$ cat config.mk
export PLATFORM = sky130hd
export DESIGN_NAME = control_multiciclo
export DESIGN_NICKNAME = d
export VERILOG_FILES = /design/src/rtl/control_multiciclo_pkg.sv /design/src/rtl/control_multiciclo_alu_decoder.sv /design/src/rtl/control_multiciclo.sv
export SDC_FILE = /design/constraint.sdc
export NUM_CORES = 1
export LEC_CHECK = 0
export ABC_AREA = 0
export CAP_MARGIN = 20
export CELL_PAD_IN_SITES_DETAIL_PLACEMENT = 0
export CELL_PAD_IN_SITES_GLOBAL_PLACEMENT = 2
export CORE_ASPECT_RATIO = 0.8
export CORE_UTILIZATION = 36
export DETAILED_ROUTE_END_ITERATION = 10
export DONT_BUFFER_PORTS = 1
export GPL_ROUTABILITY_DRIVEN = 0
export PLACE_DENSITY = 0.78
export SLEW_MARGIN = 20
export SYNTH_ARGS = -nofsm -noshare
export SYNTH_HDL_FRONTEND = slang
export SYNTH_SLANG_ARGS = --single-unit
$ cat constraint.sdc
create_clock -name clk -period 5.46 [get_ports clk]
set_input_delay 1.092 -clock clk [delete_from_list [all_inputs] [get_ports clk]]
set_output_delay 1.092 -clock clk [all_outputs]
set_load 0.1 [all_outputs]
$ cat src/rtl/control_multiciclo_pkg.sv
// Shared types and encodings for the multicycle ARM controller.
// Holds the state enum, datapath select codes and the per-state Moore output table.
package control_multiciclo_pkg;

    typedef enum logic [3:0] {
        FETCH    = 4'd0,
        DECODE   = 4'd1,
        MEMADR   = 4'd2,
        MEMRD    = 4'd3,
        MEMWB    = 4'd4,
        MEMWR    = 4'd5,
        EXECUTER = 4'd6,
        EXECUTEI = 4'd7,
        ALUWB    = 4'd8,
        BRANCH   = 4'd9
    } state_t;

    localparam logic [1:0] ALU_ADD = 2'b00;
    localparam logic [1:0] ALU_SUB = 2'b01;
    localparam logic [1:0] ALU_AND = 2'b10;
    localparam logic [1:0] ALU_ORR = 2'b11;

    localparam logic [1:0] SRCB_WD   = 2'b00;
    localparam logic [1:0] SRCB_IMM  = 2'b01;
    localparam logic [1:0] SRCB_FOUR = 2'b10;

    localparam logic [1:0] RES_ALUOUT = 2'b00;
    localparam logic [1:0] RES_RDATA  = 2'b01;
    localparam logic [1:0] RES_ALURES = 2'b10;

    localparam logic [1:0] OP_DP  = 2'b00;
    localparam logic [1:0] OP_MEM = 2'b01;
    localparam logic [1:0] OP_BR  = 2'b10;

    localparam logic [3:0] CMD_AND = 4'b0000;
    localparam logic [3:0] CMD_SUB = 4'b0010;
    localparam logic [3:0] CMD_ADD = 4'b0100;
    localparam logic [3:0] CMD_CMP = 4'b1010;
    localparam logic [3:0] CMD_ORR = 4'b1100;

    typedef struct packed {
        logic       irwrite;
        logic       nextpc;
        logic       adrsrc;
        logic       alusrca;
        logic [1:0] alusrcb;
        logic [1:0] resultsrc;
        logic       aluop;
        logic       regw;
        logic       memw;
        logic       branch;
    } ctrl_t;

    // Moore outputs of each state; anything not set here stays 0.
    function automatic ctrl_t moore_outs(input state_t s);
        ctrl_t c;
        c = '0;
        case (s)
            FETCH: begin
                c.irwrite   = 1'b1;
                c.nextpc    = 1'b1;
                c.alusrca   = 1'b1;
                c.alusrcb   = SRCB_FOUR;
                c.resultsrc = RES_ALURES;
            end
            DECODE: begin
                c.alusrca   = 1'b1;
                c.alusrcb   = SRCB_FOUR;
                c.resultsrc = RES_ALURES;
            end
            MEMADR:   c.alusrcb = SRCB_IMM;
            MEMRD:    c.adrsrc  = 1'b1;
            MEMWB: begin
                c.resultsrc = RES_RDATA;
                c.regw      = 1'b1;
            end
            MEMWR: begin
                c.adrsrc = 1'b1;
                c.memw   = 1'b1;
            end
            EXECUTER: begin
                c.alusrcb = SRCB_WD;
                c.aluop   = 1'b1;
            end
            EXECUTEI: begin
                c.alusrcb = SRCB_IMM;
                c.aluop   = 1'b1;
            end
            ALUWB:    c.regw = 1'b1;
            BRANCH: begin
                c.alusrcb   = SRCB_IMM;
                c.resultsrc = RES_ALURES;
                c.branch    = 1'b1;
            end
            default: ;
        endcase
        return c;
    endfunction

endpackage

$ cat src/rtl/control_multiciclo_alu_decoder.sv
// ALU decoder: maps cmd/S to ALUControl, flag-write enables and a no-writeback hint.
// Latency: purely combinational.
// Backpressure: none, follows its inputs.
module alu_decoder
    import control_multiciclo_pkg::*;
(
    input  logic [4:0] Funct,
    input  logic       ALUOp,
    output logic [1:0] ALUControl,
    output logic [1:0] FlagW,
    output logic       NoWrite
);

    logic [1:0] dec_ctl;
    logic       known;
    logic       is_cmp;

    always_comb begin
        dec_ctl = ALU_ADD;
        known   = 1'b1;
        is_cmp  = 1'b0;
        case (Funct[4:1])
            CMD_ADD: dec_ctl = ALU_ADD;
            CMD_SUB: dec_ctl = ALU_SUB;
            CMD_AND: dec_ctl = ALU_AND;
            CMD_ORR: dec_ctl = ALU_ORR;
            CMD_CMP: begin
                dec_ctl = ALU_SUB;
                is_cmp  = 1'b1;
            end
            default: known = 1'b0;
        endcase
    end

    // NoWrite ignores ALUOp: it is consumed in ALUWB, where ALUOp is already low.
    always_comb begin
        ALUControl = ALU_ADD;
        FlagW      = 2'b00;
        NoWrite    = is_cmp | ~known;
        if (ALUOp) begin
            ALUControl = dec_ctl;
            if (is_cmp)
                FlagW = 2'b11;
            else if (known)
                FlagW = {Funct[0], Funct[0] & ((dec_ctl == ALU_ADD) | (dec_ctl == ALU_SUB))};
        end
    end

endmodule

$ cat src/rtl/control_multiciclo.sv
// Multicycle main controller: sequences fetch/decode/execute/writeback and drives raw strobes.
// Latency: DP 4, LDR 5, STR 4, B 3, undefined 2 cycles; Moore outputs registered with the state.
// Backpressure: none, advances one state per clock; reset abandons the instruction.
module control_multiciclo
    import control_multiciclo_pkg::*;
#(
    parameter logic [3:0] PC_IDX = 4'd15
) (
    input  logic       clk,
    input  logic       rst,
    input  logic [1:0] Op,
    input  logic [5:0] Funct,
    input  logic [3:0] Rd,
    output logic       PCS,
    output logic       RegW,
    output logic       MemW,
    output logic [1:0] FlagW,
    output logic       NextPC,
    output logic       IRWrite,
    output logic       AdrSrc,
    output logic       ALUSrcA,
    output logic [1:0] ALUSrcB,
    output logic [1:0] ResultSrc,
    output logic [1:0] ALUControl,
    output logic [3:0] state_o
);

    state_t     state;
    state_t     state_nxt;
    ctrl_t      ctl;
    logic [1:0] flagw_raw;
    logic       nowrite;

    always_comb begin
        state_nxt = FETCH;
        case (state)
            FETCH:  state_nxt = DECODE;
            DECODE: begin
                case (Op)
                    OP_MEM:  state_nxt = MEMADR;
                    OP_DP:   state_nxt = Funct[5] ? EXECUTEI : EXECUTER;
                    OP_BR:   state_nxt = BRANCH;
                    default: state_nxt = FETCH;
                endcase
            end
            MEMADR:   state_nxt = Funct[0] ? MEMRD : MEMWR;
            MEMRD:    state_nxt = MEMWB;
            EXECUTER: state_nxt = ALUWB;
            EXECUTEI: state_nxt = ALUWB;
            default:  state_nxt = FETCH;
        endcase
    end

    // Outputs are registered from the next state so they line up with the state register.
    always_ff @(posedge clk or negedge rst) begin
        if (!rst) begin
            state <= FETCH;
            ctl   <= moore_outs(FETCH);
        end else begin
            state <= state_nxt;
            ctl   <= moore_outs(state_nxt);
        end
    end

    alu_decoder u_alu_decoder (
        .Funct      (Funct[4:0]),
        .ALUOp      (ctl.aluop),
        .ALUControl (ALUControl),
        .FlagW      (flagw_raw),
        .NoWrite    (nowrite)
    );

    // Reset holds state at FETCH, whose table entry raises IRWrite/NextPC, so strobes are gated.
    assign IRWrite   = rst & ctl.irwrite;
    assign NextPC    = rst & ctl.nextpc;
    assign MemW      = rst & ctl.memw;
    assign RegW      = rst & ctl.regw & ~(nowrite & (state == ALUWB));
    assign FlagW     = rst ? flagw_raw : 2'b00;
    assign PCS       = rst & (ctl.branch | (RegW & (Rd == PC_IDX)));

    assign AdrSrc    = ctl.adrsrc;
    assign ALUSrcA   = ctl.alusrca;
    assign ALUSrcB   = ctl.alusrcb;
    assign ResultSrc = ctl.resultsrc;
    assign state_o   = state;

endmodule

* Word-level counts from Yosys, hierarchy flattened
Index checks and enable logic that the tools add are counted.
** Cells by class
- $add $sub $neg :: 0
- Multiply operators :: 0
- Div/mod/pow operators :: 0
- Order comparisons :: 0
- Equal/unequal tests :: 23
- Shift-type cells :: 0
- Muxes and demuxes :: 21
- Bitwise gates (word level) :: 14
- Reductions and logical operators :: 14
** Operator list (number)
- $eq A4 B3 Y1 const B :: 7
- $eq A4 B4 Y1 const B :: 6
- $eq A4 B2 Y1 const B :: 5
- $pmux W4 S5 :: 1
- $logic_not A4 Y1 :: 3
- $mux W2 :: 6
- $pmux W4 S3 :: 1
- $reduce_or A2 Y1 :: 6
- $and A1 B1 Y1 :: 9
- $mux W1 :: 9
- $eq A4 B1 Y1 const B :: 2
- $pmux W2 S2 :: 2
- $pmux W2 S3 :: 1
- $reduce_or A3 Y1 :: 2
- $reduce_or A5 Y1 :: 1
- $eq A2 B1 Y1 const B :: 2
- $logic_not A2 Y1 :: 2
- $mux W3 :: 1
- $or A1 B1 Y1 :: 3
- $eq A2 B2 Y1 const B :: 1
- $not A1 Y1 :: 2
** Storage, ports and cells
- Flip-flop bits (word level) :: 16
- Latch bits :: 0
- RAM bits :: 0
- ROM bits :: 0
- Input port bits :: 14
- Output and inout port bits :: 19
- Word-level logic and storage cells :: 83
- Memories :: 0

* Longest topological paths before layout
Gate-level depths: netlist of the first run.
- Depth in word-level cells :: 11
- Depth in mapped cells :: 5
- Depth with buffers taken out :: 4

* Modules after synthesis
A second synthesis of the first run with hierarchy kept.
** Unflattened totals
- Cells, all modules :: 85
- Area total of the unflattened synthesis :: 865.8 µm²
** Modules (own cells, without submodules)
- control_multiciclo :: times used 1, cells an instance 70, area each 765.7 µm²
- alu_decoder :: times used 1, cells an instance 15, area each 100.1 µm²

* Worst setup path before layout of the first run
Ideal clock, no wire load.
- Path kind :: input -> output
- From :: input port Funct[1]
- To :: output port ALUControl[1]
- Data arrival time :: 4138 ps
- Required time :: 4368 ps
- Slack :: 230 ps
- Stages on the path :: 2
- Cells stage by stage :: nand2b_1 > nor4_1
** Between the ends
- Cells in the longest elaborated chain, start to end :: 4
** Ends and longest elaborated chain
- start, declared :: RTL line control_multiciclo.sv:12 : input logic [5:0] Funct,
- $eq A4 B2 Y1 or $eq A4 B4 Y1 (tied branches) :: RTL line control_multiciclo_alu_decoder.sv:22 : case (Funct[4:1])
- $reduce_or A2 Y1 (no source line)
- $pmux W2 S3 * :: RTL line control_multiciclo_alu_decoder.sv:22
- $mux W2 * :: RTL line control_multiciclo_alu_decoder.sv:40 : if (ALUOp) begin
- end, declared :: RTL line control_multiciclo.sv:24 : output logic [1:0] ALUControl,
Mark *: on every way between the ends. The rest lies on a longest branch, timed or not.

* Worst setup path after layout of the first run
- From :: register state[3] (netlist: state_o[3])
- To :: output port PCS
** Between the ends
- Cells in the longest elaborated chain, start to end :: 7
** Ends and longest elaborated chain
- start, declared :: RTL line control_multiciclo.sv:28 : state_t state;
- start signal, assigned :: RTL line control_multiciclo.sv:60 : state <= state_nxt;
- $eq A4 B4 Y1 :: RTL line control_multiciclo.sv:77 : assign RegW = rst & ctl.regw & ~(nowrite & (state == ALUWB));
- $and A1 B1 Y1 :: RTL line control_multiciclo.sv:77
- $not A1 Y1 :: RTL line control_multiciclo.sv:77
- $and A1 B1 Y1 :: RTL line control_multiciclo.sv:77
- $and A1 B1 Y1 :: RTL line control_multiciclo.sv:79 : assign PCS = rst & (ctl.branch | (RegW & (Rd == PC_IDX)));
- $or A1 B1 Y1 :: RTL line control_multiciclo.sv:79
- $and A1 B1 Y1 :: RTL line control_multiciclo.sv:79
- end, declared :: RTL line control_multiciclo.sv:14 : output logic PCS,
Every way passes these cells.

==> results of run 1 <==
## sequential cells by signal, indices dropped and copies added (netlist names)
name and count:
ALUSrcA 1, AdrSrc 1, state_o 4, ctl 5, ALUSrcB 1, ResultSrc 2
## logic make-up (layout without fill, tap and decap cells)
group / after synthesis / in the layout / synth area share
buffers and inverters: 10 / 12 / 0.0968
AOI/OAI and AO/OA: 18 / 18 / 0.142
DFF: 14 / 14 / 0.456
and+or+nand+nor: 41 / 41 / 0.305
## final cells by class
type                       instances  area (um2)  area share
sequential                        14         354       0.395
timing repair buffer               6        97.6       0.109
clock buffer                       4        36.3      0.0405
inverter                           2        7.51     0.00838
multi-input combinational         59         370       0.413
tap                               24        30.0      0.0335
## synth_stat cells (all sizes together)
| cell | number |
|---|---|
| dfstp | 3 |
| nand2 | 3 |
| nor2 | 12 |
| or2 | 2 |
| inv | 2 |
| dfrtp | 11 |
| a32oi | 1 |
| clkbuf | 1 |
| nor4 | 2 |
| buf | 7 |
| nor4b | 1 |
| nor3 | 4 |
| nand4 | 1 |
| o21bai | 2 |
| a2111oi | 1 |
| nor2b | 4 |
| a21oi | 9 |
| or2b | 1 |
| o21ai | 1 |
| nand3b | 2 |
| nand2b | 4 |
| or3 | 1 |
| a31oi | 2 |
| and2 | 2 |
| o21a | 2 |
| or4b | 2 |
## cells in the final DEF, fill, tap and decap left out, types with 2 or more instances in the layout
cell / instances
a21oi_1: 8
a31oi_1: 2
buf_4: 3
clkbuf_16: 3
clkbuf_4: 3
dfrtp_1: 11
dfstp_2: 3
inv_1: 2
nand2_1: 3
nand2b_1: 3
nand3b_1: 2
nor2_1: 12
nor2b_1: 3
nor3_1: 2
nor3_2: 2
o21a_1: 2
o21bai_1: 2
or2_2: 2
or4b_1: 2
## critical path, stage by stage, from the launching register on
cell	delay, ns
dfrtp_1	1.01
or4b_1	0.51
a32oi_1	0.24
nor2_1	0.08
o21a_1	0.53
## worst paths after layout
kind / start / end / cells after the start
min: rst / ctl[0] / 0
min in group clk: state_o[0] / AdrSrc / 2
min reg2reg: state_o[0] / AdrSrc / 2
max: state_o[3] / PCS / 4
max reg2reg: state_o[3] / ctl[1] / 3
max in group asynchronous: rst / ctl[11] / 0
## per-layer routing
layer | track usage | routed length, um | vias up
li1 | - | - | 294
met3 | 0.0842 | 129 | 0
met2 | 0.195 | 682 | 24
met4 | 0.0316 | 0 | 0
met5 | 0 | 0 | -
met1 | 0.241 | 778 | 278
## per-stage QoR
step | cells | instance area (um2) | hold WS (ns) | worst slack, ns | utilization
after floorplan | 83 | 776 | 0.796 | 0.230 | -
after global placement | 105 | 860 | 0.791 | 2.02 | 0.438
after detailed placement | 105 | 860 | 0.797 | 2.01 | 0.438
after CTS | 109 | 896 | 0.485 | 1.69 | 0.457
after global routing | 109 | 896 | 0.466 | 1.59 | 0.457
final | 109 | 896 | 0.491 | 1.70 | 0.457
==> qor.yml, run 1 <==
synth-seq-area-share: 0.456
netlist_area_um2: 776
dieWidth_um: 53.9
synth_area_leaders: "dfrtp_1 (35%), dfstp_2 (10%), a21oi_1 (5.8%)"
endpoint_kind: "output port"
finalSetupTns_ns: 0
synth_top_area_share: 0.355
drt-wirelength-per-cell_um: 14.6
ctsRootBufferMaster: "clkbuf_4"
fmax_mhz: 266
clock-skew-final_ns: 0.00297
reg2reg_slack_ns: 3.56
io_pins: 33
dr_total_vias: 596
tightest_slew_ns: 1.17
slew_viol_final: 0
fin_crit_sh: 0.689
yosys_register_bits: 14
n_antenna_cell: 0
max-cap-violations: 0
syn_avg_cell_area_um2: 9.35
start_kind: "register"
grt.total_usage: 0.159
outcome: "finished, final reports clean"
h-tree-depth: 1
netlist-cell-type-count: 29
detailedPlacementHpwl_um: 1180
cts_max_path_buffers: 2
hold_viol_final: 0
yosysTopAreaCell: "dfrtp_1"
slew_headroom: 0.221
dr.pass1.iters: 4
ant_nets: 0
viasPerCell: 5.47
io_buffers: 0
num_rows: 14
syn_inst: 83
critPathMaxFanout: 7
cts_sinks: 14
ys.warnings.count: 0
core_um2: 1960
final.min_clock_period_ns: 3.76
totalWireLength_um: 1590
critPathKind: "register to output port"
overflow: 0
postCtsSetupRepairBufs: 0
setup_viol: 0
min_path_type: "input pin to asynchronous set/reset pin"
cts_hold_buffers: 0
path_clk_slew_ns: 0.09
area_growth_pct: 15.5
nFillCells: 193
cts_buffers: 3
postCtsResizedCells: 0
die_y_um: 43.5
grt_pass1_vias: 562
drtIter0Drc: 15
start_util: 0.395
grt_max_degree: 20
grt_first_pass_wirelength_um: 2640
die-area_um2: 2350
worstPathArrival_ns: 2.67
drc: 0
grt_antenna_before_repair: 0
grt_setup_unrepaired: "no"
worst-endpoint-required_ns: 4.37
syn_nets: 97
nNetsFinal: 100
cts_tree: "done"
drive_gt1_frac: 0.271
clkLatencyLatePin_ns: 0.28
Power of run 1 is not shown: default switching activity piles up to over one toggle a cycle in this logic, so the estimate is an artifact.
==> inputs of run 2 (changes only) <==
Settings changed: CORE_UTILIZATION 36 to 33, PLACE_DENSITY 0.78 to 0.72.
Clock period 5.46 ns to 3.5 ns, I/O delays scaled along.
==> run 2 against run 1 <==
Non-clock buffer count up 4. Die area grew 8.7%. Count of clock-buffer cells in the layout is the same. Highest routed layer is now met4.
==> qor.yml, run 2 (synthesis gave the netlist of run 1 again) <==
drt-wirelength-per-cell_um: 14.0
final.min_clock_period_ns: 2.60
drtIter0Drc: 23
clkLatencyLatePin_ns: 0.28
worstPathArrival_ns: 1.90
cts_sinks: 14
clock-skew-final_ns: 0.00348
num_rows: 15
fin_cells: 114
endpoint_kind: "output port"
grt_antenna_before_repair: 0
setup_viol: 0
nNetsFinal: 104
hold_slack_ns: 0.104
cp.depth: 5
io_buffers: 0
io_pins: 33
worstPathCellList: "or4b_1, a32oi_1, nor2_1, o21a_1, buf_4"
drive_gt1_frac: 0.292
h-tree-depth: 1
finalSetupTns_ns: 0
slowest_delay_ns: 0.52
hold_viol_final: 0
grt_max_degree: 20
postCtsResizedCells: 0
crit_family: "simple AND/OR/NAND/NOR gates"
critPathKind: "register to output port"
overflow: 0
slew_viol_final: 0
totalWireLength_um: 1600
critical-path-slowest-cell: "or4b_1"
path_clk_slew_ns: 0.08
grt_first_pass_wirelength_um: 2640
grt.total_usage: 0.143
slew_headroom: 0.341
n_antenna_cell: 0
cts_max_path_buffers: 2
critPathMaxFanout: 2
area_growth_pct: 14.2
fin_crit_sh: 0.744
worst-endpoint-required_ns: 2.80
min_path_type: "input pin to asynchronous set/reset pin"
outcome: "finished, final reports clean"
final_common_cell: "nor2_1"
start_util: 0.353
max-cap-violations: 0
drc: 0
detailedPlacementHpwl_um: 1230
dr.pass1.iters: 4
cts_hold_buffers: 0
core_um2: 2200
final_cell_mix: "nor2_1 (12), dfrtp_1 (11), buf_4 (10), a21oi_1 (8)"
die-area_um2: 2550
ctsRootBufferMaster: "clkbuf_4"
start_kind: "register"
dieWidth_um: 56.2
r2r_cells: 5
regMostFlops: "ctl"
largest_register_ffs: 5
place_inst: 110
grt_setup_unrepaired: "no"
die_y_um: 45.4
postCtsSetupRepairBufs: 0
cts_buffers: 3
cts_tree: "done"
grt_pass1_vias: 564
fmax_mhz: 384
viasPerCell: 5.26
ant_nets: 0
tightest_slew_ns: 0.993
critPathBufInv: 1
dr_total_vias: 600
==> run 2: cell types whose count changed in the layout (fill, tap and decap cells not counted) <==
| cell | delta |
|---|---|
| nor4_4 | +1 |
| clkbuf_1 | +1 |
| clkbuf_8 | -1 |
| buf_4 | +7 |
| nor4_2 | -1 |
| nor3_4 | +2 |
| nor3_2 | -2 |
| clkbuf_16 | -3 |
==> run 2: per-layer routing <==
metal | vias to the layer above | routed length [um] | GRT usage
met2 | 21 | 657 | 0.188
li1 | 298 | - | -
met3 | 2 | 125 | 0.0774
met4 | 0 | 11 | 0.0439
met1 | 279 | 804 | 0.200
met5 | - | 0 | 0
==> run 2: stage by stage <==
stage	area (um2)	setup WS, ns	util
after floorplan	792	0.140	-
final	886	0.897	0.403
after global placement	860	1.15	0.391
after CTS	886	0.870	0.403
after detailed placement	860	1.12	0.391
after global routing	886	0.768	0.403
==> run 2: area by class of cell <==
class,instances,area [um2]
clock buffer,4,26.3
tap,25,31.3
inverter,2,7.51
sequential,14,354
timing repair buffer,10,75.1
multi-input combinational,59,392
fill,222,1310
==> run 2: final timing paths <==
| kind | from | to | slack (ns) |
|---|---|---|---|
| min in group clk | Op[1] | ctl[3] | 0.48 |
| worst max-delay path | state_o[1] | PCS | 0.90 |
| worst min-delay path | rst | state_o[3] | 0.10 |
| worst max register to register | state_o[1] | ALUSrcA | 1.83 |
| max in group asynchronous | rst | ALUSrcA | 3.22 |
| worst min register to register | state_o[3] | ctl[2] | 0.80 |
Power of run 2 is left out for the same reason.
